<file path="src/rtl/mips16_pkg.sv">
`default_nettype none
// ============================================================================
// Module      : mips16_pkg
// Description : Shared widths, constants and forwarding-select encoding for
//               the mips16 operand fetch stage.
// Revision    : 1.0
// ============================================================================
package mips16_pkg;

    localparam int DATA_W = 16;
    localparam int ADDR_W = 5;
    localparam int OP_W   = 6;

    localparam logic [ADDR_W-1:0] REG_ZERO = 5'd0;

    typedef enum logic [2:0] {
        FWD_ZERO = 3'd0,
        FWD_EX   = 3'd1,
        FWD_MEM  = 3'd2,
        FWD_WB   = 3'd3,
        FWD_RF   = 3'd4
    } fwd_sel_t;

endpackage
`default_nettype wire

</file>
<file path="src/rtl/fwd_mux.sv">
`default_nettype none
// ============================================================================
// Module      : fwd_mux
// Description : Resolves one source operand: register zero, then the newest
//               in-flight producer (EX, MEM, WB), else regfile read data.
// Revision    : 1.0
// ============================================================================
module fwd_mux
    import mips16_pkg::*;
#(
    parameter int DW = DATA_W,
    parameter int AW = ADDR_W
) (
    input  logic [AW-1:0] i_src,
    input  logic          i_ex_fwd,
    input  logic [AW-1:0] i_ex_waddr,
    input  logic [DW-1:0] i_ex_wdata,
    input  logic          i_mem_wen,
    input  logic [AW-1:0] i_mem_waddr,
    input  logic [DW-1:0] i_mem_wdata,
    input  logic          i_wb_wen,
    input  logic [AW-1:0] i_wb_waddr,
    input  logic [DW-1:0] i_wb_wdata,
    input  logic [DW-1:0] i_rf_data,
    output logic [DW-1:0] o_data
);

    fwd_sel_t w_sel;

    always_comb begin
        w_sel = FWD_RF;
        if (i_src == REG_ZERO[AW-1:0])
            w_sel = FWD_ZERO;
        else if (i_ex_fwd && (i_ex_waddr == i_src))
            w_sel = FWD_EX;
        else if (i_mem_wen && (i_mem_waddr == i_src))
            w_sel = FWD_MEM;
        // The regfile commits WB data only at the clock edge, so bypass it here.
        else if (i_wb_wen && (i_wb_waddr == i_src))
            w_sel = FWD_WB;
    end

    always_comb begin
        o_data = i_rf_data;
        case (w_sel)
            FWD_ZERO: o_data = '0;
            FWD_EX:   o_data = i_ex_wdata;
            FWD_MEM:  o_data = i_mem_wdata;
            FWD_WB:   o_data = i_wb_wdata;
            default:  o_data = i_rf_data;
        endcase
    end

endmodule
`default_nettype wire

</file>
<file path="src/rtl/operand_fetch_stage.sv">
`default_nettype none
// ============================================================================
// Module      : operand_fetch_stage
// Description : ID->EX stage: regfile addressing, RAW forwarding, load-use
//               stall and the ID/EX pipeline register.
// Revision    : 1.0
// ============================================================================
module operand_fetch_stage
    import mips16_pkg::*;
(
    input  logic              clk,
    input  logic              Reset,
    input  logic              in_valid,
    output logic              in_ready,
    input  logic [ADDR_W-1:0] in_rs,
    input  logic [ADDR_W-1:0] in_rt,
    input  logic              in_use_rt,
    input  logic [DATA_W-1:0] in_imm,
    input  logic [ADDR_W-1:0] in_rd,
    input  logic              in_wen,
    input  logic              in_load,
    input  logic [OP_W-1:0]   in_op,
    output logic [ADDR_W-1:0] rf_aaddr,
    output logic [ADDR_W-1:0] rf_baddr,
    input  logic [DATA_W-1:0] rf_adata,
    input  logic [DATA_W-1:0] rf_bdata,
    input  logic              ex_valid,
    input  logic              ex_wen,
    input  logic              ex_load,
    input  logic [ADDR_W-1:0] ex_waddr,
    input  logic [DATA_W-1:0] ex_wdata,
    input  logic              mem_wen,
    input  logic [ADDR_W-1:0] mem_waddr,
    input  logic [DATA_W-1:0] mem_wdata,
    input  logic              wb_wen,
    input  logic [ADDR_W-1:0] wb_waddr,
    input  logic [DATA_W-1:0] wb_wdata,
    input  logic              flush,
    input  logic              out_ready,
    output logic              out_valid,
    output logic [DATA_W-1:0] out_a,
    output logic [DATA_W-1:0] out_b,
    output logic [ADDR_W-1:0] out_rd,
    output logic              out_wen,
    output logic              out_load,
    output logic [OP_W-1:0]   out_op
);

    logic              w_ex_fwd;
    logic              w_hazard;
    logic              w_advance;
    logic [DATA_W-1:0] w_a_res;
    logic [DATA_W-1:0] w_b_res;

    logic              r_valid_q, w_valid_d;
    logic [DATA_W-1:0] r_a_q,     w_a_d;
    logic [DATA_W-1:0] r_b_q,     w_b_d;
    logic [ADDR_W-1:0] r_rd_q,    w_rd_d;
    logic              r_wen_q,   w_wen_d;
    logic              r_load_q,  w_load_d;
    logic [OP_W-1:0]   r_op_q,    w_op_d;

    assign rf_aaddr = in_rs;
    assign rf_baddr = in_rt;

    // A load in EX has no data yet; only ALU results are forwardable from EX.
    assign w_ex_fwd = ex_valid & ex_wen & ~ex_load;

    fwd_mux u_fwd_a (
        .i_src       (in_rs),
        .i_ex_fwd    (w_ex_fwd),
        .i_ex_waddr  (ex_waddr),
        .i_ex_wdata  (ex_wdata),
        .i_mem_wen   (mem_wen),
        .i_mem_waddr (mem_waddr),
        .i_mem_wdata (mem_wdata),
        .i_wb_wen    (wb_wen),
        .i_wb_waddr  (wb_waddr),
        .i_wb_wdata  (wb_wdata),
        .i_rf_data   (rf_adata),
        .o_data      (w_a_res)
    );

    fwd_mux u_fwd_b (
        .i_src       (in_rt),
        .i_ex_fwd    (w_ex_fwd),
        .i_ex_waddr  (ex_waddr),
        .i_ex_wdata  (ex_wdata),
        .i_mem_wen   (mem_wen),
        .i_mem_waddr (mem_waddr),
        .i_mem_wdata (mem_wdata),
        .i_wb_wen    (wb_wen),
        .i_wb_waddr  (wb_waddr),
        .i_wb_wdata  (wb_wdata),
        .i_rf_data   (rf_bdata),
        .o_data      (w_b_res)
    );

    always_comb begin
        w_hazard  = in_valid & ex_valid & ex_wen & ex_load & (ex_waddr != REG_ZERO) &
                    ((ex_waddr == in_rs) | (in_use_rt & (ex_waddr == in_rt)));
        w_advance = out_ready | ~r_valid_q;
        in_ready  = w_advance & ~w_hazard;

        w_valid_d = r_valid_q;
        w_a_d     = r_a_q;
        w_b_d     = r_b_q;
        w_rd_d    = r_rd_q;
        w_wen_d   = r_wen_q;
        w_load_d  = r_load_q;
        w_op_d    = r_op_q;

        if (w_advance) begin
            w_valid_d = in_valid & ~w_hazard & ~flush;
            w_a_d     = w_a_res;
            w_b_d     = in_use_rt ? w_b_res : in_imm;
            w_rd_d    = in_rd;
            w_op_d    = in_op;
            // Bubbles must never write back or look like a load downstream.
            w_wen_d   = w_valid_d & in_wen;
            w_load_d  = w_valid_d & in_load;
        end
    end

    always_ff @(posedge clk) begin
        if (Reset) begin
            r_valid_q <= 1'b0;
            r_a_q     <= '0;
            r_b_q     <= '0;
            r_rd_q    <= '0;
            r_wen_q   <= 1'b0;
            r_load_q  <= 1'b0;
            r_op_q    <= '0;
        end else begin
            r_valid_q <= w_valid_d;
            r_a_q     <= w_a_d;
            r_b_q     <= w_b_d;
            r_rd_q    <= w_rd_d;
            r_wen_q   <= w_wen_d;
            r_load_q  <= w_load_d;
            r_op_q    <= w_op_d;
        end
    end

    assign out_valid = r_valid_q;
    assign out_a     = r_a_q;
    assign out_b     = r_b_q;
    assign out_rd    = r_rd_q;
    assign out_wen   = r_wen_q;
    assign out_load  = r_load_q;
    assign out_op    = r_op_q;

endmodule
`default_nettype wire

</file>
<file path="config.mk">
export PLATFORM = sky130hd
export DESIGN_NAME = operand_fetch_stage
export DESIGN_NICKNAME = d
export VERILOG_FILES = /design/src/rtl/mips16_pkg.sv /design/src/rtl/fwd_mux.sv /design/src/rtl/operand_fetch_stage.sv
export SDC_FILE = /design/constraint.sdc
export NUM_CORES = 1
export LEC_CHECK = 0
export ABC_AREA = 1
export ABC_CLOCK_PERIOD_IN_PS = 1900
export CAP_MARGIN = 10
export CORE_AREA = 8 8 142 104
export CTS_CLUSTER_DIAMETER = 40
export DETAILED_ROUTE_END_ITERATION = 8
export DIE_AREA = 0 0 150 112
export PLACE_DENSITY = 0.73
export SETUP_SLACK_MARGIN = 0.5
export SLEW_MARGIN = 25
export SYNTH_ARGS = -nofsm -noshare
export SYNTH_HDL_FRONTEND = slang
export SYNTH_HIERARCHICAL = 1
export SYNTH_SLANG_ARGS = --single-unit
</file>
<file path="constraint.sdc">
create_clock -name clk -period 1.9 [get_ports clk]
set_clock_uncertainty 0.1 [all_clocks]
set_input_delay 0.38 -clock clk [delete_from_list [all_inputs] [get_ports clk]]
set_output_delay 0.38 -clock clk [all_outputs]
set_load 0.05 [all_outputs]
</file>
==> run summary, run 1 <==
Worst Reg-to-Reg Cells: 8
Crit. End Element: output pin
Gate power share: 42.5%
synthesis-to-finish area growth: 95.3%
total negative setup slack: 0 ns
clock buffer depth: 2
initial antenna violation count: 1
DRC viols: 0
post-route setup slack: 0.0798 ns
crit-path leading delay family: buffers and inverters
CP arrival: 1.34 ns
routability cong.: 0.905
Hold Path Stages: 2
Seq/Total Area, Yosys: 25.1%
Die Height: 112 µm
WP buf/inv: 4
syn avg cell area: 5.79 µm²
r2r setup slk: 0.47 ns
crit path time final: 1.82 ns
Hold Path Class: reg -> reg
RSZ-0062 raised after global routing: yes
Via density: 5.06
most frequent CP cell: nand4_1
core area: 12,700 µm²
final WL: 19,300 µm
largest cells by area after synthesis: dfxtp_1 (25%), nand2_1 (22%), nand3_1 (9.4%)
Slew @ Worst Pin: 0.304 ns
CP Class: in -> out
drt initial violations: 461
clock share of power: 27.7%
Syn Std Cell Area: 3670 µm²
global routing's busiest layer: met2
row count: 35
grt met2 use: 31.4%
first-pass GRT wire length: 28,400 µm
Port Buffer Count: 201
GRT Resource Usage Total: 21.3%
crit-path cells: buf_4 -> buf_6 -> nor2_4 -> nand4_1 -> nand4_1 -> inv_2 -> a21oi_4 -> buf_8
Pins Over Slew Limit: 0
syn_nets: 779
dpl ws: -0.683 ns
Reg-to-Reg End: out_b[13]$_SDFFE_PP0P_
Hold WS: 0.371 ns
clock latency on the worst-skew pair: 0.28 ns
crit-path max cell delay: 0.16 ns
fmax: 549 MHz
register share of total power: 29.8%
Psw: 1.29 mW
Clock Root Buffer: clkbuf_16
Overflow after GRT: 0
max-cap viol count: 0
vias in the first global route: 4,946
Synth area leader: dfxtp_1
Tcrit/Tclk final: 95.8%
hold worst-path end: out_load$_SDFFE_PP0P_
Crit Path Max Fanout: 5
YS warnings: 6
met3 Use GR: 6.56%
share of Yosys cell area claimed by the top area cell type: 25.1%
nets@finish: 1,032
normalized max-slew margin: 79.7%
Distinct cells, synth: 23
Final setup viols: 0
pwr/cell area: 509 nW/µm²
largest net degree at the start of global routing: 44
# clock sinks: 46
post-route cell area: 7170 µm²
Inserted Clock Buffers: 5
peak supply drop: 0.535 mV
worst r2r src: out_valid$_SDFFE_PP0P_
CTS tree: built
Placed Area: 6210 µm²
1st-pass router iterations: 5
Die W: 150 µm
WL/cell: 18.3 µm
DR vias: 5,340
Fin. Hold Viols: 0
Critical Path RT: 1.42 ns
status: finished clean
# hold bufs at CTS: 0
leakage power: 3.34 nW
synthesized instance count: 634
Hold Startpoint: out_load$_SDFFE_PP0P_
layout cell share with drive strength beyond 1: 33.4%
switching share of power: 35.3%
grt met1 use: 30.0%
DP Wirelength: 13,800 µm
number of synthesized register bits: 46
H-tree depth: 2
clock-pin transition on the worst setup and hold timing paths: 0.07 ns
total power: 3.65 mW
Ports: 202
initial core utilization: 28.9%
Critical-path top delay cell: buf_8
CP Launch Type: primary input
Die ar.: 16,800 µm²
Internal: 2.36 mW
DRT antenna net count: 0
[final cells by class]
type                            instances  area, µm²
Clock buffer                            5        125
Tap cell                              166        208
Timing Repair Buffer                  286       3020
Clock inverter                          3       43.8
Inverter                               60        269
Fill cell                            1170       5530
Antenna cell                            1       2.50
Sequential cell                        46        922
Multi-Input combinational cell        488       2580
[flip-flops by register name, indices dropped and copies added, names as in the netlist]
name,cells
out_a,16
out_b,16
out_op,6
out_rd,5
out_load,1
out_valid,1
out_wen,1
[per-layer routing]
layer  vias up  share of wire [%]
li1       2561                  -
met1      2446                 44
met2       301                 43
met3        30                 12
met4         2                1.6
met5         -              0.047
[worst max-delay path by stage]
| stage | from | end | slack, ns | depth (start not counted) |
|---|---|---|---|---|
| 2_1_floorplan | ex_wen | out_a[2]$_SDFFE_PP0P_ | 0.31 | 12 |
| 3_3_place_gp | in_rt[2] | out_b[10]$_SDFFE_PP0P_ | -0.63 | 13 |
| 3_5_place_dp | in_rt[2] | out_b[10]$_SDFFE_PP0P_ | -0.68 | 12 |
| 4_1_cts | in_rs[1] | in_ready | 0.07 | 11 |
| 5_1_grt | ex_waddr[0] | in_ready | -0.01 | 8 |
| 6_report | ex_waddr[0] | in_ready | 0.08 | 8 |
[kinds of logic after synthesis]
group	Yosys count	share of synthesized area, %
buffers and inverters	100	14.1
and+or+nand+nor	420	50.3
DFF	46	25.1
xor gates and xnor gates	1	0.239
AOI/OAI and AO/OA	67	10.3
[per-stage QoR]
step	utilization [%]	instances
2_1_floorplan	-	634
3_3_place_gp	48.9	1016
3_5_place_dp	48.9	1016
4_1_cts	54.3	1049
5_1_grt	56.4	1054
6_report	56.4	1055
[cell usage in the layout, fill, tap and decap left out, types with 2 or more instances in the layout]
cell | netlist | final
clkbuf_16 | 0 | 9
nand4_1 | 34 | 34
dfxtp_1 | 46 | 45
clkdlybuf4s50_1 | 0 | 112
a21oi_1 | 4 | 2
buf_16 | 0 | 3
buf_12 | 0 | 24
nand3_1 | 69 | 38
a31oi_1 | 16 | 16
nand3_2 | 6 | 37
nand2_1 | 211 | 187
a21oi_4 | 2 | 3
nor3_4 | 0 | 2
nor2_4 | 5 | 8
inv_4 | 0 | 4
clkinv_2 | 2 | 2
o21ai_1 | 8 | 22
buf_8 | 0 | 5
nor2_2 | 1 | 12
dlygate4sd2_1 | 0 | 4
nand2_2 | 3 | 20
inv_1 | 41 | 34
o21ai_0 | 37 | 21
nor2_1 | 89 | 75
o21ai_2 | 0 | 2
buf_2 | 11 | 14
buf_4 | 15 | 78
inv_6 | 0 | 4
buf_6 | 9 | 40
inv_2 | 17 | 16
nand2_4 | 0 | 6
[cells in the mapped netlist (all sizes together)]
cell / n
a21oi: 6
nor3: 2
nand3: 75
nand2: 214
dfxtp: 46
nand4: 34
xnor2: 1
nor2: 95
a31oi: 16
clkbuf: 5
inv: 58
clkinv: 2
o21ai: 45
buf: 35
[power by group through the flow]
stage               Sequential (mW)  Combinational (mW)  Clock, mW
detailed placement             1.11                1.38          0
finish                         1.09                1.55       1.01
CTS                            1.08                1.48       1.03
global placement               1.10                1.37          0
floorplan                      1.36               0.415          0
global route                   1.10                1.64       1.09
[worst reg2reg max path: stages, from the launching register on]
cell and delay (ns):
dfxtp_2 0.33, inv_2 0.04, nor2_4 0.14, buf_6 0.12, buf_6 0.12, inv_6 0.06
buf_12 0.17, o21ai_0 0.17, a31oi_1 0.06
[what timing repair did]
| action | 4_1_cts | 5_1_grt |
|---|---|---|
| cloned | 5 | 2 |
| setup buffers | 20 | 3 |
| resized for setup | 221 | 60 |
| pin swaps | 66 | 48 |
| endpoints found under the setup margin | 57 | 45 |
Power figures use the tool's default switching activity.
==> run 2: changes to the inputs <==
--- a/config.mk
+++ b/config.mk
@@ -14,6 +14,7 @@
 export DIE_AREA = 0 0 150 112
 export PLACE_DENSITY = 0.73
 export SETUP_SLACK_MARGIN = 0.5
+export SKIP_CTS_REPAIR_TIMING = 1
 export SLEW_MARGIN = 25
 export SYNTH_ARGS = -nofsm -noshare
 export SYNTH_HDL_FRONTEND = slang
==> run summary, run 2 (synthesis results as in run 1) <==
clock-pin transition on the worst setup and hold timing paths: 0.07 ns (about the same)
initial core utilization: 28.9% (unchanged)
DRT antenna net count: 0 (unchanged)
H-tree depth: 2 (unchanged)
Post-Route Utilization: 55.4% (-1.1 points)
Inserted Clock Buffers: 5 (unchanged)
Slew @ Worst Pin: 0.296 ns (-0.00817 ns)
Pins Over Slew Limit: 0 (unchanged)
peak supply drop: 0.418 mV (-22%)
largest net degree at the start of global routing: 44 (unchanged)
1st-pass router iterations: 5 (unchanged)
DR vias: 5,297 (-0.81%)
post-route cell area: 7030 µm² (-1.9%)
global routing's busiest layer: met1
nets@finish: 1,021 (-1.1%)
Critical Path RT: 1.42 ns (about the same)
pwr/cell area: 514 nW/µm² (+1.0%)
diodes inserted: 0 (-1)
drt initial violations: 564 (+22%)
CP Class: in -> out
normalized max-slew margin: 80.3% (+0.55 points)
RSZ-0062 raised after global routing: yes
status: finished clean
Crit Path Max Fanout: 3 (-2)
Port Buffer Count: 201 (unchanged)
DRC viols: 0 (unchanged)
Final setup viols: 0 (unchanged)
grt met2 use: 27.8% (-3.6 points)
most frequent cells in the layout: nand2_1 (186), clkdlybuf4s50_1 (112), buf_4 (81), nor2_1 (78), dfxtp_1 (45)
Hold Path Stages: 2 (unchanged)
WL/cell: 18.4 µm (+0.49%)
crit-path max cell delay: 0.17 ns (about the same)
Die W: 150 µm (unchanged)
synthesis-to-finish area growth: 91.6%
crit path time final: 1.84 ns (+0.0173 ns)
layout cell share with drive strength beyond 1: 30.7% (-2.8 points)
r2r setup slk: 0.47 ns (about the same)
row count: 35 (unchanged)
clock buffer depth: 2 (unchanged)
Hold Path Class: reg -> reg
dpl cells: 1,016 (unchanged)
CP Launch Type: primary input
met3 Use GR: 4.90% (-1.7 points)
vias in the first global route: 4,633 (-6.3%)
Die Height: 112 µm (unchanged)
final std cells w/o fill: 1,043 (-1.1%)
Worst Reg-to-Reg Cells: 7 (-1)
# clock sinks: 46 (unchanged)
Via density: 5.08 (+0.34%)
leakage power: 3.36 nW (+0.49%)
max-cap viol count: 0 (unchanged)
Ports: 202 (unchanged)
final WL: 19,200 µm (-0.65%)
fmax: 544 MHz (-0.94%)
leading cell type in the layout, fill and taps excluded: nand2_1
routability cong.: 0.905 (unchanged)
Overflow after GRT: 0 (unchanged)
Critical-path top delay cell: buf_6
Clock Root Buffer: clkbuf_16
Die ar.: 16,800 µm² (unchanged)
initial antenna violation count: 1 (unchanged)
Placed Area: 6210 µm² (unchanged)
Tcrit/Tclk final: 96.7% (+0.91 points)
most frequent CP cell: buf_6
GRT Resource Usage Total: 19.5% (-1.8 points)
clock latency on the worst-skew pair: 0.29 ns (about the same)
DP Wirelength: 13,800 µm (unchanged)
Fin. Hold Viols: 0 (unchanged)
first-pass GRT wire length: 26,200 µm (-7.8%)
CTS tree: built
core area: 12,700 µm² (unchanged)
Crit. End Element: output pin
CP arrival: 1.36 ns (+0.02 ns)
Hold WS: 0.370 ns (-0.00114 ns)
grt met1 use: 28.9% (-1.1 points)
crit-path cells: buf_8 -> buf_6 -> buf_6 -> inv_2 -> nand2_1 -> nand2_1 -> nor2_1 -> nand3_1 -> nand2_2 -> a21oi_4 -> buf_6
-- run 2: cell type report --
type                            count  area [µm²]
Sequential cell                    46         922
Fill cell                        1181        5670
Timing Repair Buffer              275        2940
Clock buffer                        5         125
Multi-Input combinational cell    488        2540
Inverter                           60         258
Clock inverter                      3        43.8
Tap cell                          166         208
-- run 2: metal layers --
| layer | vias up | wire length [µm] |
|---|---|---|
| li1 | 2537 | - |
| met1 | 2427 | 8310 |
| met2 | 301 | 8230 |
| met3 | 30 | 2270 |
| met4 | 2 | 327 |
| met5 | - | 9 |
-- run 2: power by group --
part / leakage, nW / switching (mW) / internal (mW)
clock: 0.0842 / 0.391 / 0.624
combinational: 2.89 / 0.844 / 0.672
sequential: 0.383 / 0.0437 / 1.04
total: 3.36 / 1.28 / 2.34
-- run 2: critical path: cells and delay by family --
family	cells	cell delay, ns
simple gates	5	0.31
buf+inv	5	0.51
compound gates	1	0.15
-- run 2: per-stage QoR --
stage                     worst slack [ns]  TNS (ns)  power, mW
after CTS                           -0.509     -8.70       3.50
after global routing                0.0117         0       3.78
final                               0.0625         0       3.62
after detailed placement            -0.683    -18.78       2.49
after global placement              -0.629    -18.64       2.48
after floorplan                      0.311         0       1.78
-- run 2: path summary, 6_finish.rpt --
kind,start,end
worst min-delay path,out_load$_SDFFE_PP0P_,out_load$_SDFFE_PP0P_
worst max register to register,out_valid$_SDFFE_PP0P_,out_b[6]$_SDFFE_PP0P_
worst min register to register,out_load$_SDFFE_PP0P_,out_load$_SDFFE_PP0P_
worst max-delay path,in_rs[1],in_ready
